### src/rtl/ram8_arbiter_pkg.sv
`default_nettype none
// ============================================================================
//  Module      : ram8_arbiter_pkg
//  Description : Shared widths and FSM state encoding for the two-port
//                arbiter that fronts an 8x16 single-port RAM.
//  Revision    : 1.0 - initial release
// ============================================================================
package ram8_arbiter_pkg;

    localparam int DATA_W = 16;
    localparam int ADDR_W = 3;

    // Arbiter sequencing: accept one request, spend one cycle on the RAM,
    // then hold the response until its owner takes it.
    typedef enum logic [1:0] {
        IDLE   = 2'd0,
        ACCESS = 2'd1,
        RESP   = 2'd2
    } state_t;

endpackage : ram8_arbiter_pkg
`default_nettype wire

### src/rtl/ram8_arbiter_rr_arb2.sv
`default_nettype none
// ============================================================================
//  Module      : rr_arb2
//  Description : Two-input grant selector. A lone request is granted
//                directly; a tie goes to requester 0 under fixed priority,
//                otherwise to whichever requester was not granted last.
//  Revision    : 1.0 - initial release
// ============================================================================
module rr_arb2 #(
    parameter bit FIXED_PRIO = 1'b0
) (
    input  logic [1:0] req,
    input  logic       last_grant,
    output logic [1:0] grant
);

    // One-hot grant; all-zero when nothing is requesting.
    always_comb begin
        grant = 2'b00;
        if (req == 2'b11) begin
            if (FIXED_PRIO || last_grant) begin
                grant = 2'b01;
            end else begin
                grant = 2'b10;
            end
        end else begin
            grant = req;
        end
    end

endmodule : rr_arb2
`default_nettype wire

### src/rtl/ram8_arbiter.sv
`default_nettype none
// ============================================================================
//  Module      : ram8_arbiter
//  Description : Arbitrates two valid/ready requesters onto one 8x16 RAM.
//                One access at a time: handshake, one RAM cycle, then a
//                response held for the owning requester until consumed.
//  Revision    : 1.0 - initial release
// ============================================================================
module ram8_arbiter
    import ram8_arbiter_pkg::*;
#(
    parameter bit FIXED_PRIO = 1'b0
) (
    input  logic              CLK,
    input  logic              reset,

    input  logic              req0_valid,
    input  logic              req0_we,
    input  logic [ADDR_W-1:0] req0_addr,
    input  logic [DATA_W-1:0] req0_wdata,
    output logic              req0_ready,

    input  logic              req1_valid,
    input  logic              req1_we,
    input  logic [ADDR_W-1:0] req1_addr,
    input  logic [DATA_W-1:0] req1_wdata,
    output logic              req1_ready,

    output logic              rsp0_valid,
    output logic [DATA_W-1:0] rsp0_rdata,
    input  logic              rsp0_ready,

    output logic              rsp1_valid,
    output logic [DATA_W-1:0] rsp1_rdata,
    input  logic              rsp1_ready,

    output logic [DATA_W-1:0] ram_in,
    output logic [ADDR_W-1:0] ram_address,
    output logic              ram_load,
    input  logic [DATA_W-1:0] ram_out
);

    state_t              r_state;
    state_t              w_state_nxt;

    logic                r_last_grant;
    logic                r_owner;
    logic                r_we;
    logic [ADDR_W-1:0]   r_addr;
    logic [DATA_W-1:0]   r_wdata;
    logic [DATA_W-1:0]   r_rsp_data;

    logic [1:0]          w_grant;
    logic                w_handshake;
    logic                w_owner_rsp_ready;

    rr_arb2 #(
        .FIXED_PRIO (FIXED_PRIO)
    ) u_rr_arb2 (
        .req        ({req1_valid, req0_valid}),
        .last_grant (r_last_grant),
        .grant      (w_grant)
    );

    // The grantee always sees ready in IDLE, so any grant is a handshake.
    assign w_handshake       = (r_state == IDLE) && (w_grant != 2'b00);
    assign w_owner_rsp_ready = r_owner ? rsp1_ready : rsp0_ready;

    // State register plus capture of the accepted request and RAM result.
    always_ff @(posedge CLK) begin
        if (reset) begin
            r_state      <= IDLE;
            r_last_grant <= 1'b1;
            r_owner      <= 1'b0;
            r_we         <= 1'b0;
            r_addr       <= '0;
            r_wdata      <= '0;
            r_rsp_data   <= '0;
        end else begin
            r_state <= w_state_nxt;
            if (w_handshake) begin
                r_owner      <= w_grant[1];
                r_last_grant <= w_grant[1];
                r_we         <= w_grant[1] ? req1_we    : req0_we;
                r_addr       <= w_grant[1] ? req1_addr  : req0_addr;
                r_wdata      <= w_grant[1] ? req1_wdata : req0_wdata;
            end
            if (r_state == ACCESS) begin
                r_rsp_data <= r_we ? '0 : ram_out;
            end
        end
    end

    // Next-state selection and all port outputs decoded from the state.
    always_comb begin
        w_state_nxt = r_state;
        req0_ready  = 1'b0;
        req1_ready  = 1'b0;
        rsp0_valid  = 1'b0;
        rsp1_valid  = 1'b0;
        rsp0_rdata  = '0;
        rsp1_rdata  = '0;
        ram_in      = '0;
        ram_address = '0;
        ram_load    = 1'b0;

        unique case (r_state)
            IDLE: begin
                req0_ready = w_grant[0];
                req1_ready = w_grant[1];
                if (w_handshake) begin
                    w_state_nxt = ACCESS;
                end
            end
            ACCESS: begin
                ram_address = r_addr;
                ram_in      = r_wdata;
                // Reset must be able to cancel a write in this very cycle.
                ram_load    = r_we & ~reset;
                w_state_nxt = RESP;
            end
            RESP: begin
                if (r_owner) begin
                    rsp1_valid = 1'b1;
                    rsp1_rdata = r_rsp_data;
                end else begin
                    rsp0_valid = 1'b1;
                    rsp0_rdata = r_rsp_data;
                end
                if (w_owner_rsp_ready) begin
                    w_state_nxt = IDLE;
                end
            end
            default: begin
                w_state_nxt = IDLE;
            end
        endcase
    end

endmodule : ram8_arbiter
`default_nettype wire

### config.mk
export PLATFORM = sky130hd
export DESIGN_NAME = ram8_arbiter
export DESIGN_NICKNAME = d
export VERILOG_FILES = /design/src/rtl/ram8_arbiter_pkg.sv /design/src/rtl/ram8_arbiter_rr_arb2.sv /design/src/rtl/ram8_arbiter.sv
export SDC_FILE = /design/constraint.sdc
export NUM_CORES = 1
export LEC_CHECK = 0
export CORE_MARGIN = 8
export CORE_UTILIZATION = 55
export DETAILED_ROUTE_END_ITERATION = 7
export DONT_BUFFER_PORTS = 1
export PLACE_DENSITY = 0.82
export SLEW_MARGIN = 20
export SYNTH_ARGS = -nofsm -noshare
export SYNTH_HDL_FRONTEND = slang
export SYNTH_SLANG_ARGS = --single-unit
### constraint.sdc
create_clock -name CLK -period 1.6 [get_ports CLK]
set_input_delay 0.32 -clock CLK [delete_from_list [all_inputs] [get_ports CLK]]
set_output_delay 0.32 -clock CLK [all_outputs]
set_load 0.1 [all_outputs]
After elaboration in Yosys (flattened, before gate mapping)
Cells that the tools add are included.
{"block": "op_classes", "n_eq_ne": 5, "n_mux": 23, "bitwise": 2, "n_reduce_logical": 4}
{"operator": "two-way mux 16 bit", "count": 7}
{"operator": "two-way mux 1 bit", "count": 9}
{"operator": "two-way mux 2 bit", "count": 4}
{"operator": "two-way mux 3 bit", "count": 2}
{"operator": "case mux 2 bit (3 select lines)", "count": 1}
{"operator": "== test 2 bit, second input constant", "count": 2}
{"operator": "!= test 2 bit, second input constant", "count": 2}
{"operator": "== test 2 x 1 -> 1 bit, second input constant", "count": 1}
{"operator": "logical NOT 2 bit", "count": 1}
{"operator": "AND reduction 2 bit", "count": 1}
{"operator": "nonzero test 2 bit", "count": 1}
{"operator": "bitwise AND 1 bit", "count": 1}
{"operator": "logical AND 1 bit", "count": 1}
{"operator": "inverter 1 bit", "count": 1}
{"block": "totals", "regBits": 40, "inputBits": 62, "output_inout_bits": 56, "wordCells": 41}

Logic depth before layout (Yosys ltp)
Gate-level depths: netlist of run 1.
{"block": "logic_depth", "ltp_word": 6, "mapped_depth": 5, "depth_no_buf": 4}

Hierarchy
Synthesis of run 1 repeated with hierarchy kept, for this count alone.
{"block": "hier_totals", "hier_cells": 243, "area_unflattened_um2": 2195.9}
{"mod": "ram8_arbiter", "instances": 1, "cells_each": 240, "area_per_inst_um2": 2177.1, "seq_area_each_um2": 800.8}
{"mod": "rr_arb2", "instances": 1, "cells_each": 3, "area_per_inst_um2": 18.8, "seq_area_each_um2": 0.0}

Worst setup path before layout of run 1
No wires, ideal clock.
{"block": "synth_timing", "path_kind": "reg-to-output", "from": "reg r_state[1]", "to": "out ram_load", "arrival_ps": 2996, "required_time_ps": 1280, "slack_ps": -1716, "stages_incl_launch_ff": 5, "n_path_buf": 2, "cell_sequence": "dfxtp_1 -> nand2b_1 -> buf_2 -> buf_2 -> nor3b_1"}
{"block": "synth_via", "elab_chain_cells": 2}
{"element": "start: declaration", "line": "ram8_arbiter.sv:43", "rtl": "state_t r_state;"}
{"element": "start signal: assignment", "line": "ram8_arbiter.sv:80", "rtl": "r_state <= w_state_nxt;"}
{"element": "== test 2 x 1 -> 1 bit", "line": "ram8_arbiter.sv:107", "rtl": "unique case (r_state)"}
{"element": "two-way mux 1 bit", "line": "ram8_arbiter.sv:107"}
{"element": "end: declaration", "line": "ram8_arbiter.sv:39", "rtl": "output logic ram_load,"}
Every way passes these cells.

Worst setup path after layout of run 1
{"block": "layout_timing", "from": "reg r_state[1]", "to": "out rsp0_rdata[2]"}
{"block": "layout_via", "elab_chain_cells": 2}
{"element": "== test 2 bit", "line": "ram8_arbiter.sv:107"}
{"element": "two-way mux 16 bit", "line": "ram8_arbiter.sv:107"}
{"element": "end: declaration", "line": "ram8_arbiter.sv:30", "rtl": "output logic [DATA_W-1:0] rsp0_rdata,"}
Every way passes these cells.

==> results of run 1 <==
==> cell type report <==
class	count	area, µm²	share of cell area [%]
clock buffers	7	86.33	2.845
repair buffers	48	739.5	24.37
inverters	1	3.754	0.1237
flip-flops and latches	40	809.5	26.68
clock inverters	1	7.507	0.2474
well taps	48	60.06	1.979
multi-input cells	201	1328	43.75
==> logic make-up (layout without fill, tap and decap cells) <==
group	count (synthesis)	after routing	synth area share, %
compound gates	62	62	18.64
buf+inv	26	57	5.592
simple gates	138	138	36.80
mux	1	1	0.4811
flops	40	40	38.48
==> report_power, final <==
part | total (mW) | switching (mW) | internal [mW]
clock network | 0.694 | 0.344 | 0.350
logic | 0.814 | 0.538 | 0.276
registers | 1.16 | 0.0688 | 1.09
total | 2.67 | 0.950 | 1.72
==> synth_stat cells, drive strengths merged <==
cell type | instances | area, µm²
nand4 | 5 | 31.28
a21boi | 1 | 11.26
and3b | 1 | 8.760
a21bo | 1 | 10.01
or2 | 2 | 12.51
o21ai | 6 | 30.03
nand3b | 17 | 127.6
a311oi | 15 | 131.4
nand3 | 5 | 25.02
a31oi | 5 | 31.28
a211o | 1 | 8.760
nor2 | 5 | 28.78
nor2b | 1 | 6.260
buf | 15 | 75.07
clkbuf | 10 | 37.54
nor3b | 2 | 20.02
nand2b | 1 | 6.260
inv | 1 | 3.750
and2 | 51 | 319.1
dfxtp | 40 | 800.8
nand2 | 48 | 180.2
a21oi | 33 | 165.2
mux2i | 1 | 10.01
==> through the flow <==
| stage | setup WS [ns] | total power, mW |
|---|---|---|
| global placement | 0.1421 | 1.952 |
| detailed placement | 0.1080 | 1.983 |
| CTS | -0.1590 | 2.678 |
| floorplan | -0.2768 | 1.815 |
| global route | -0.2123 | 2.778 |
| finish | -0.1423 | 2.670 |
==> timing repair <==
action	CTS	global route
setup buffers	2	0
hold buffers	0	0
setup endpoints to repair	55	56
pin swaps	18	6
gates resized for setup	5	12
==> worst max path at each step <==
stage	from	to	slack, ns
floorplan	r_state[1]$_SDFFE_PP0P_	ram_load	-0.28
global placement	r_state[0]$_SDFFE_PP0P_	rsp1_rdata[3]	0.14
detailed placement	r_state[0]$_SDFFE_PP0P_	rsp1_rdata[4]	0.11
CTS	r_state[1]$_SDFFE_PP0P_	rsp0_rdata[14]	-0.16
global route	r_state[1]$_SDFFE_PP0P_	rsp0_rdata[2]	-0.21
finish	r_state[1]$_SDFFE_PP0P_	rsp0_rdata[2]	-0.14
==> flip-flops by register name, summed over array words and instances, names as in the netlist <==
register,flops
r_we,1
r_state,2
r_wdata,16
r_addr,3
r_last_grant,1
r_rsp_data,16
r_owner,1
==> per-layer routing <==
| metal | up-vias | global-route usage [%] | routed length, µm |
|---|---|---|---|
| li1 | 972 | - | - |
| met1 | 974 | 21.48 | 2637 |
| met2 | 95 | 38.08 | 3397 |
| met3 | 10 | 6.336 | 501 |
| met4 | 0 | 6.604 | 80 |
| met5 | - | 0 | 0 |
==> metrics.csv, run 1 <==
metric,value,unit
routed len/inst,19.12,µm
grt total ovfl,0,
crit start category,flop,
CP Max Fanout,17,
CTS tree,built,
initial antenna violation count,0,
DR vias,2051,
IO Pins,118,
Final Util,82.88,%
ANT nets after route,0,
Hold Crit Class,input port to flop,
Worst-Margin Slew,0.3612,ns
synthesized area per cell,7.793,µm²
Initial Utilization,56.84,%
Critical Path End Type,output pin,
R2R Setup Slk,0.26,ns
Final Cycle Share,108.9,%
number of max-cap violations,0,
syn nets,329,
drt pass-1 iters,4,
Root Driver,clkbuf_8,
layout cells sized above 1,39.60,%
first-pass GRT wire length,10.32,mm
n_diodes,0,
setup TNS,-6.316,ns
row cnt,22,
overall die height,77.51,µm
DP Area,0.002884,mm²
R2R cell count,5,
worst r2r src,r_last_grant$_SDFFE_PP1P_,
Worst Clk Skew,0.005152,ns
Area Overhead vs Synth,45.82,%
"delay-heaviest family, CP",simple AND/OR/NAND/NOR gates,
cell area after layout,0.003034,mm²
"Data required, critical path",1.28,ns
CP bufs+invs,2,
number of library cell types mapped by synthesis,26,
final std cells w/o fill,346,
pwr dens,879.9,mW/mm²
Slew headroom,75.86,%
Clock Tree Buf Depth,2,
crit-path cells,nor3b_4 -> buf_12 -> and2_2 -> buf_12,
"Slowest-stage cell, CP",dfxtp_4,
Leak Pwr,1.187,nW
Total GRT Usage,20.55,%
"Hold Vio Cnt, Final",0,
Mapped Cells,267,
CTS Buf Count,5,
initial DRC count,110,
filler cell count,230,
Placer Congestion,0.7849,
# port buffers,0,
Worst path max stage delay,0.39,ns
Final Max Tran Viols,0,
"Reg clk slew, reported paths",0.08,ns
Period minus WS final,1.742,ns
DIE AREA,0.006007,mm²
worst setup margin,-0.1423,ns
hold worst-path end,r_wdata[10]$_SDFFE_PP0P_,
unrepaired setup endpoints after global routing,yes,
failing checks,negative setup slack,
synthesized area,0.002081,mm²
die width,77.51,µm
H-tree depth,2,
"leading cell type in the layout, fill and taps excluded",nand2_1,
"Seq/Total Area, Yosys",38.48,%
hold depth,1,
drt total wl,6.616,mm
post-DR vias/cell,5.928,
Residual DRC,0,
CP Class,flop to output pin,
vias in the first global route,2180,
largest net degree at the start of global routing,42,
RR Endpoint,r_wdata[0]$_SDFFE_PP0P_,
Critical Path Most Common Cell,buf_12,
placed insts,336,
"Arr. time, crit path",1.42,ns
hold wc startpoint,reset,
Final Net Count,359,
outcome,finished with violations,
"logic depth of the worst path, buffers included",4,
synth warn,0,
worst hold slack,0.09370,ns
core area,0.003661,mm²
Yosys reg bits,40,
VDD IR max,0.0007790,V
final setup vio count,54,
"commonest non-fill, non-tap cells in the layout","nand2_1 (48), and2_4 (45), dfxtp_1 (37)",
HPWL Detailed,4.970,mm
total clock sinks,40,
Skew-Pair Late Insertion Delay,0.29,ns
Max Clock Freq,574.0,MHz
No activity file was read; power rests on OpenSTA's default activity.
==> inputs of run 2 (changes only) <==
--- a/config.mk
+++ b/config.mk
@@ -5,6 +5,7 @@
 export SDC_FILE = /design/constraint.sdc
 export NUM_CORES = 1
 export LEC_CHECK = 0
+export CORE_ASPECT_RATIO = 1.4
 export CORE_MARGIN = 8
 export CORE_UTILIZATION = 55
 export DETAILED_ROUTE_END_ITERATION = 7
==> metrics.csv, run 2 (same netlist as run 1, synthesis figures left out) <==
metric,value,unit
# port buffers,0,
Final Cycle Share,111.3,%
Sequential Power Share,43.3,%
vias in the first global route,2069,
filler cell count,216,
crit start category,flop,
pwr dens,876.4,mW/mm²
drt pass-1 iters,4,
Area Overhead vs Synth,47.32,%
IO Pins,118,
overall die height,88.78,µm
initial antenna violation count,0,
n_diodes,0,
Worst Clk Skew,0.007055,ns
hold depth,1,
routed len/inst,19.51,µm
CTS Hold Bufs,0,
Residual DRC,0,
grt total ovfl,0,
Max Clock Freq,561.3,MHz
outcome,finished with violations,
DR vias,2070,
total chip power,2.686,mW
DIE AREA,0.006035,mm²
"Reg clk slew, reported paths",0.08,ns
"Hold Vio Cnt, Final",0,
Period minus WS final,1.781,ns
Initial Utilization,57.11,%
switch share,35.67,%
"Arr. time, crit path",1.46,ns
number of max-cap violations,0,
R2R cell count,6,
total clock sinks,40,
row cnt,26,
final setup vio count,54,
Leak Pwr,1.209,nW
placed insts,327,
largest net degree at the start of global routing,42,
Slew headroom,76.11,%
CTS tree,built,
switching power,0.9583,mW
initial DRC count,65,
Final Net Count,360,
Clk network pwr share,25.7,%
Worst-Margin Slew,0.3575,ns
Final Util,84.13,%
CP Class,flop to output pin,
Skew-Pair Late Insertion Delay,0.29,ns
biggest regs,"r_rsp_data x16, r_wdata x16, r_addr x3",
H-tree depth,2,
ANT nets after route,0,
"Data required, critical path",1.28,ns
drt total wl,6.652,mm
HPWL Detailed,4.957,mm
layout cells sized above 1,40.47,%
CP Max Fanout,17,
Total GRT Usage,21.24,%
worst hold slack,0.08147,ns
post-DR vias/cell,6.070,
first-pass GRT wire length,9.949,mm
Clock Tree Buf Depth,2,
P_int,1.728,mW
combinational power share,31.0,%
unrepaired setup endpoints after global routing,yes,
CTS Buf Count,5,
Hold Crit Class,input port to flop,
Placer Congestion,0.7571,
"commonest non-fill, non-tap cells in the layout","and2_4 (49), nand2_1 (47), dfxtp_1 (37)",
core area,0.003643,mm²
Critical Path End Type,output pin,
Final Max Tran Viols,0,
final std cells w/o fill,341,
failing checks,negative setup slack,
VDD IR max,0.0008886,V
worst setup margin,-0.1815,ns
Root Driver,clkbuf_8,
die width,67.99,µm
"leading cell type in the layout, fill and taps excluded",and2_4,
-- run 2: area by class of cell --
| type | instances | area (µm²) | share of cell area [%] |
|---|---|---|---|
| Clock buffer | 6 | 82.58 | 2.694 |
| Clock inverter | 2 | 10.01 | 0.3265 |
| Tap cell | 42 | 52.55 | 1.714 |
| Inverter | 1 | 3.754 | 0.1224 |
| Sequential cell | 40 | 809.5 | 26.41 |
| Timing Repair Buffer | 49 | 767.0 | 25.02 |
| Multi-Input combinational cell | 201 | 1340 | 43.71 |
-- run 2: critical path, stage by stage (launching register included) --
cell,delay (ns)
dfxtp_4,0.39
nor3b_4,0.25
buf_12,0.18
and2_4,0.34
-- run 2: final timing paths --
path / slack [ns] / from / endpoint
setup / recovery: -0.18 / r_state[1]$_SDFFE_PP0P_ / rsp0_rdata[10]
hold / removal: 0.08 / reset / r_owner$_SDFFE_PP0P_
setup reg to reg: 0.22 / r_state[0]$_SDFFE_PP0P_ / r_rsp_data[0]$_SDFFE_PP0N_
hold reg to reg: 0.46 / r_rsp_data[15]$_SDFFE_PP0N_ / r_rsp_data[15]$_SDFFE_PP0N_
-- run 2: metal layers --
layer | part of all wire [%] | global-route usage, % | vias to the layer above
met5 | 0 | 0 | -
met4 | 2.2 | 7.477 | 0
met3 | 10 | 6.717 | 19
met2 | 52 | 38.61 | 118
met1 | 35 | 21.79 | 962
li1 | - | - | 971
-- run 2: what timing repair did --
action / CTS / global route
endpoints found under the hold margin: 0 / 0
setup buffers: 4 / 1
pin swaps: 21 / 4
gates cloned: 0 / 1
endpoints found under the setup margin: 55 / 56
gates resized for setup: 19 / 10
-- run 2: power groups by stage --
stage	combinational, mW	sequential [mW]	clock (mW)
4_1_cts	0.817	1.16	0.697
3_3_place_gp	0.769	1.17	0
5_1_grt	0.883	1.17	0.746
6_report	0.832	1.16	0.692
3_5_place_dp	0.787	1.18	0
2_1_floorplan	0.651	1.16	0
-- run 2: through the flow --
| step | cell area [µm²] | TNS, ns | setup slack [ns] |
|---|---|---|---|
| CTS | 3030 | -6.623 | -0.1918 |
| floorplan | 2256 | -0.7272 | -0.2768 |
| detailed placement | 2854 | 0 | 0.07107 |
| global route | 3065 | -9.742 | -0.2311 |
| finish | 3065 | -7.353 | -0.1815 |
| global placement | 2854 | 0 | 0.1064 |
==> inputs of run 3 (changes only) <==
--- a/config.mk
+++ b/config.mk
@@ -5,11 +5,14 @@
 export SDC_FILE = /design/constraint.sdc
 export NUM_CORES = 1
 export LEC_CHECK = 0
+export ABC_CLOCK_PERIOD_IN_PS = 1600
 export CORE_ASPECT_RATIO = 1.4
 export CORE_MARGIN = 8
 export CORE_UTILIZATION = 55
+export CTS_CLUSTER_DIAMETER = 50
 export DETAILED_ROUTE_END_ITERATION = 7
 export DONT_BUFFER_PORTS = 1
+export MAX_ROUTING_LAYER = met4
 export PLACE_DENSITY = 0.82
 export SLEW_MARGIN = 20
 export SYNTH_ARGS = -nofsm -noshare
==> metrics.csv, run 3 (same netlist as run 1, synthesis figures left out) <==
metric,value,unit
DR vias,2053,
cell area after layout,0.003065,mm²
Placer Congestion,0.7670,
Hold Crit Class,input port to flop,
"Hold Vio Cnt, Final",0,
Worst Clk Skew,0.007831,ns
drt total wl,6.634,mm
DIE AREA,0.006035,mm²
core area,0.003643,mm²
number of max-cap violations,0,
drt pass-1 iters,4,
DP Area,0.002854,mm²
multi-input logic area,0.001340,mm²
layout cells sized above 1,40.47,%
Residual DRC,0,
Clock Tree Buf Depth,2,
R2R cell count,6,
placed insts,327,
n_diodes,0,
Critical Path End Type,output pin,
ANT nets after route,0,
CTS tree,built,
IO Pins,118,
"Data required, critical path",1.28,ns
initial DRC count,63,
HPWL Detailed,4.957,mm
Slew headroom,76.18,%
Leak Pwr,1.209,nW
"Reg clk slew, reported paths",0.08,ns
worst setup margin,-0.1789,ns
CTS Buf Count,5,
"commonest non-fill, non-tap cells in the layout","and2_4 (49), nand2_1 (47), dfxtp_1 (37)",
VDD IR max,0.0008857,V
H-tree depth,2,
filler cell count,216,
final setup vio count,54,
row cnt,26,
pwr dens,874.9,mW/mm²
Area Overhead vs Synth,47.32,%
# port buffers,0,
setup TNS,-7.175,ns
Storage cell area,809.5,µm²
Total GRT Usage,21.82,%
"leading cell type in the layout, fill and taps excluded",and2_4,
Root Driver,clkbuf_8,
initial antenna violation count,0,
unrepaired setup endpoints after global routing,yes,
routed len/inst,19.45,µm
Max Clock Freq,562.1,MHz
grt total ovfl,0,
Final Net Count,360,
Worst-Margin Slew,0.3565,ns
Skew-Pair Late Insertion Delay,0.29,ns
overall die height,88.78,µm
post-DR vias/cell,6.021,
total clock sinks,40,
failing checks,negative setup slack,
vias in the first global route,2073,
Final Max Tran Viols,0,
final std cells w/o fill,341,
Final Cycle Share,111.2,%
outcome,finished with violations,
Initial Utilization,57.11,%
CP Class,flop to output pin,
biggest regs,"r_rsp_data x16, r_wdata x16, r_addr x3",
hold depth,1,
Period minus WS final,1.779,ns
crit start category,flop,
first-pass GRT wire length,9.929,mm
"Arr. time, crit path",1.46,ns
CP Max Fanout,17,
die width,67.99,µm
largest net degree at the start of global routing,42,
CTS Hold Bufs,0,
==> run 3: layout make-up <==
cell class | count | share of cell area [%]
clock inverter | 2 | 0.3265
tap | 42 | 1.714
clock buffer | 6 | 2.694
multi-input combinational | 201 | 43.71
sequential | 40 | 26.41
timing repair buffer | 49 | 25.02
inverter | 1 | 0.1224
==> run 3: final timing paths <==
| check | startpoint | end | slack, ns |
|---|---|---|---|
| max | r_state[1]$_SDFFE_PP0P_ | rsp0_rdata[10] | -0.18 |
| min | reset | r_owner$_SDFFE_PP0P_ | 0.08 |
| max reg2reg | r_state[0]$_SDFFE_PP0P_ | r_rsp_data[0]$_SDFFE_PP0N_ | 0.22 |
| min reg2reg | r_rsp_data[15]$_SDFFE_PP0N_ | r_rsp_data[15]$_SDFFE_PP0N_ | 0.46 |
==> run 3: what timing repair did <==
action	CTS	global route
setup endpoints to repair	55	56
gates cloned	0	1
hold endpoints to repair	0	0
buffers inserted	4	1
pin swaps	21	4
resized for setup	19	10
==> run 3: stage by stage <==
stage | utilization [%] | hold slack, ns | worst slack [ns] | power [mW]
floorplan | - | 0.4356 | -0.2768 | 1.815
global placement | 78.33 | 0.3867 | 0.1064 | 1.943
detailed placement | 78.33 | 0.3942 | 0.07107 | 1.968
CTS | 83.17 | 0.07893 | -0.1918 | 2.674
global route | 84.13 | 0.07211 | -0.2298 | 2.804
finish | 84.13 | 0.08348 | -0.1789 | 2.682
==> run 3: per-layer routing <==
metal  GRT usage [%]  part of all wire [%]  vias to the layer above  wire, µm
li1                -                     -                      973         -
met4           7.477                   2.0                        0       135
met3           5.450                   9.0                       10       595
met1           22.61                    36                      975      2394
met2           38.53                    53                       95      3508
met5               -                     0                        -         0
==> run 3: critical path: stages (launching register included) <==
cell and delay (ns):
dfxtp_4 0.39, nor3b_4 0.25, buf_12 0.18, and2_4 0.34
==> run 3: power by group <==
| group | total (mW) | internal, mW | switching [mW] |
|---|---|---|---|
| clock | 0.687 | 0.344 | 0.342 |
| combinational | 0.832 | 0.291 | 0.541 |
| sequential | 1.16 | 1.09 | 0.0701 |
| total | 2.68 | 1.73 | 0.954 |
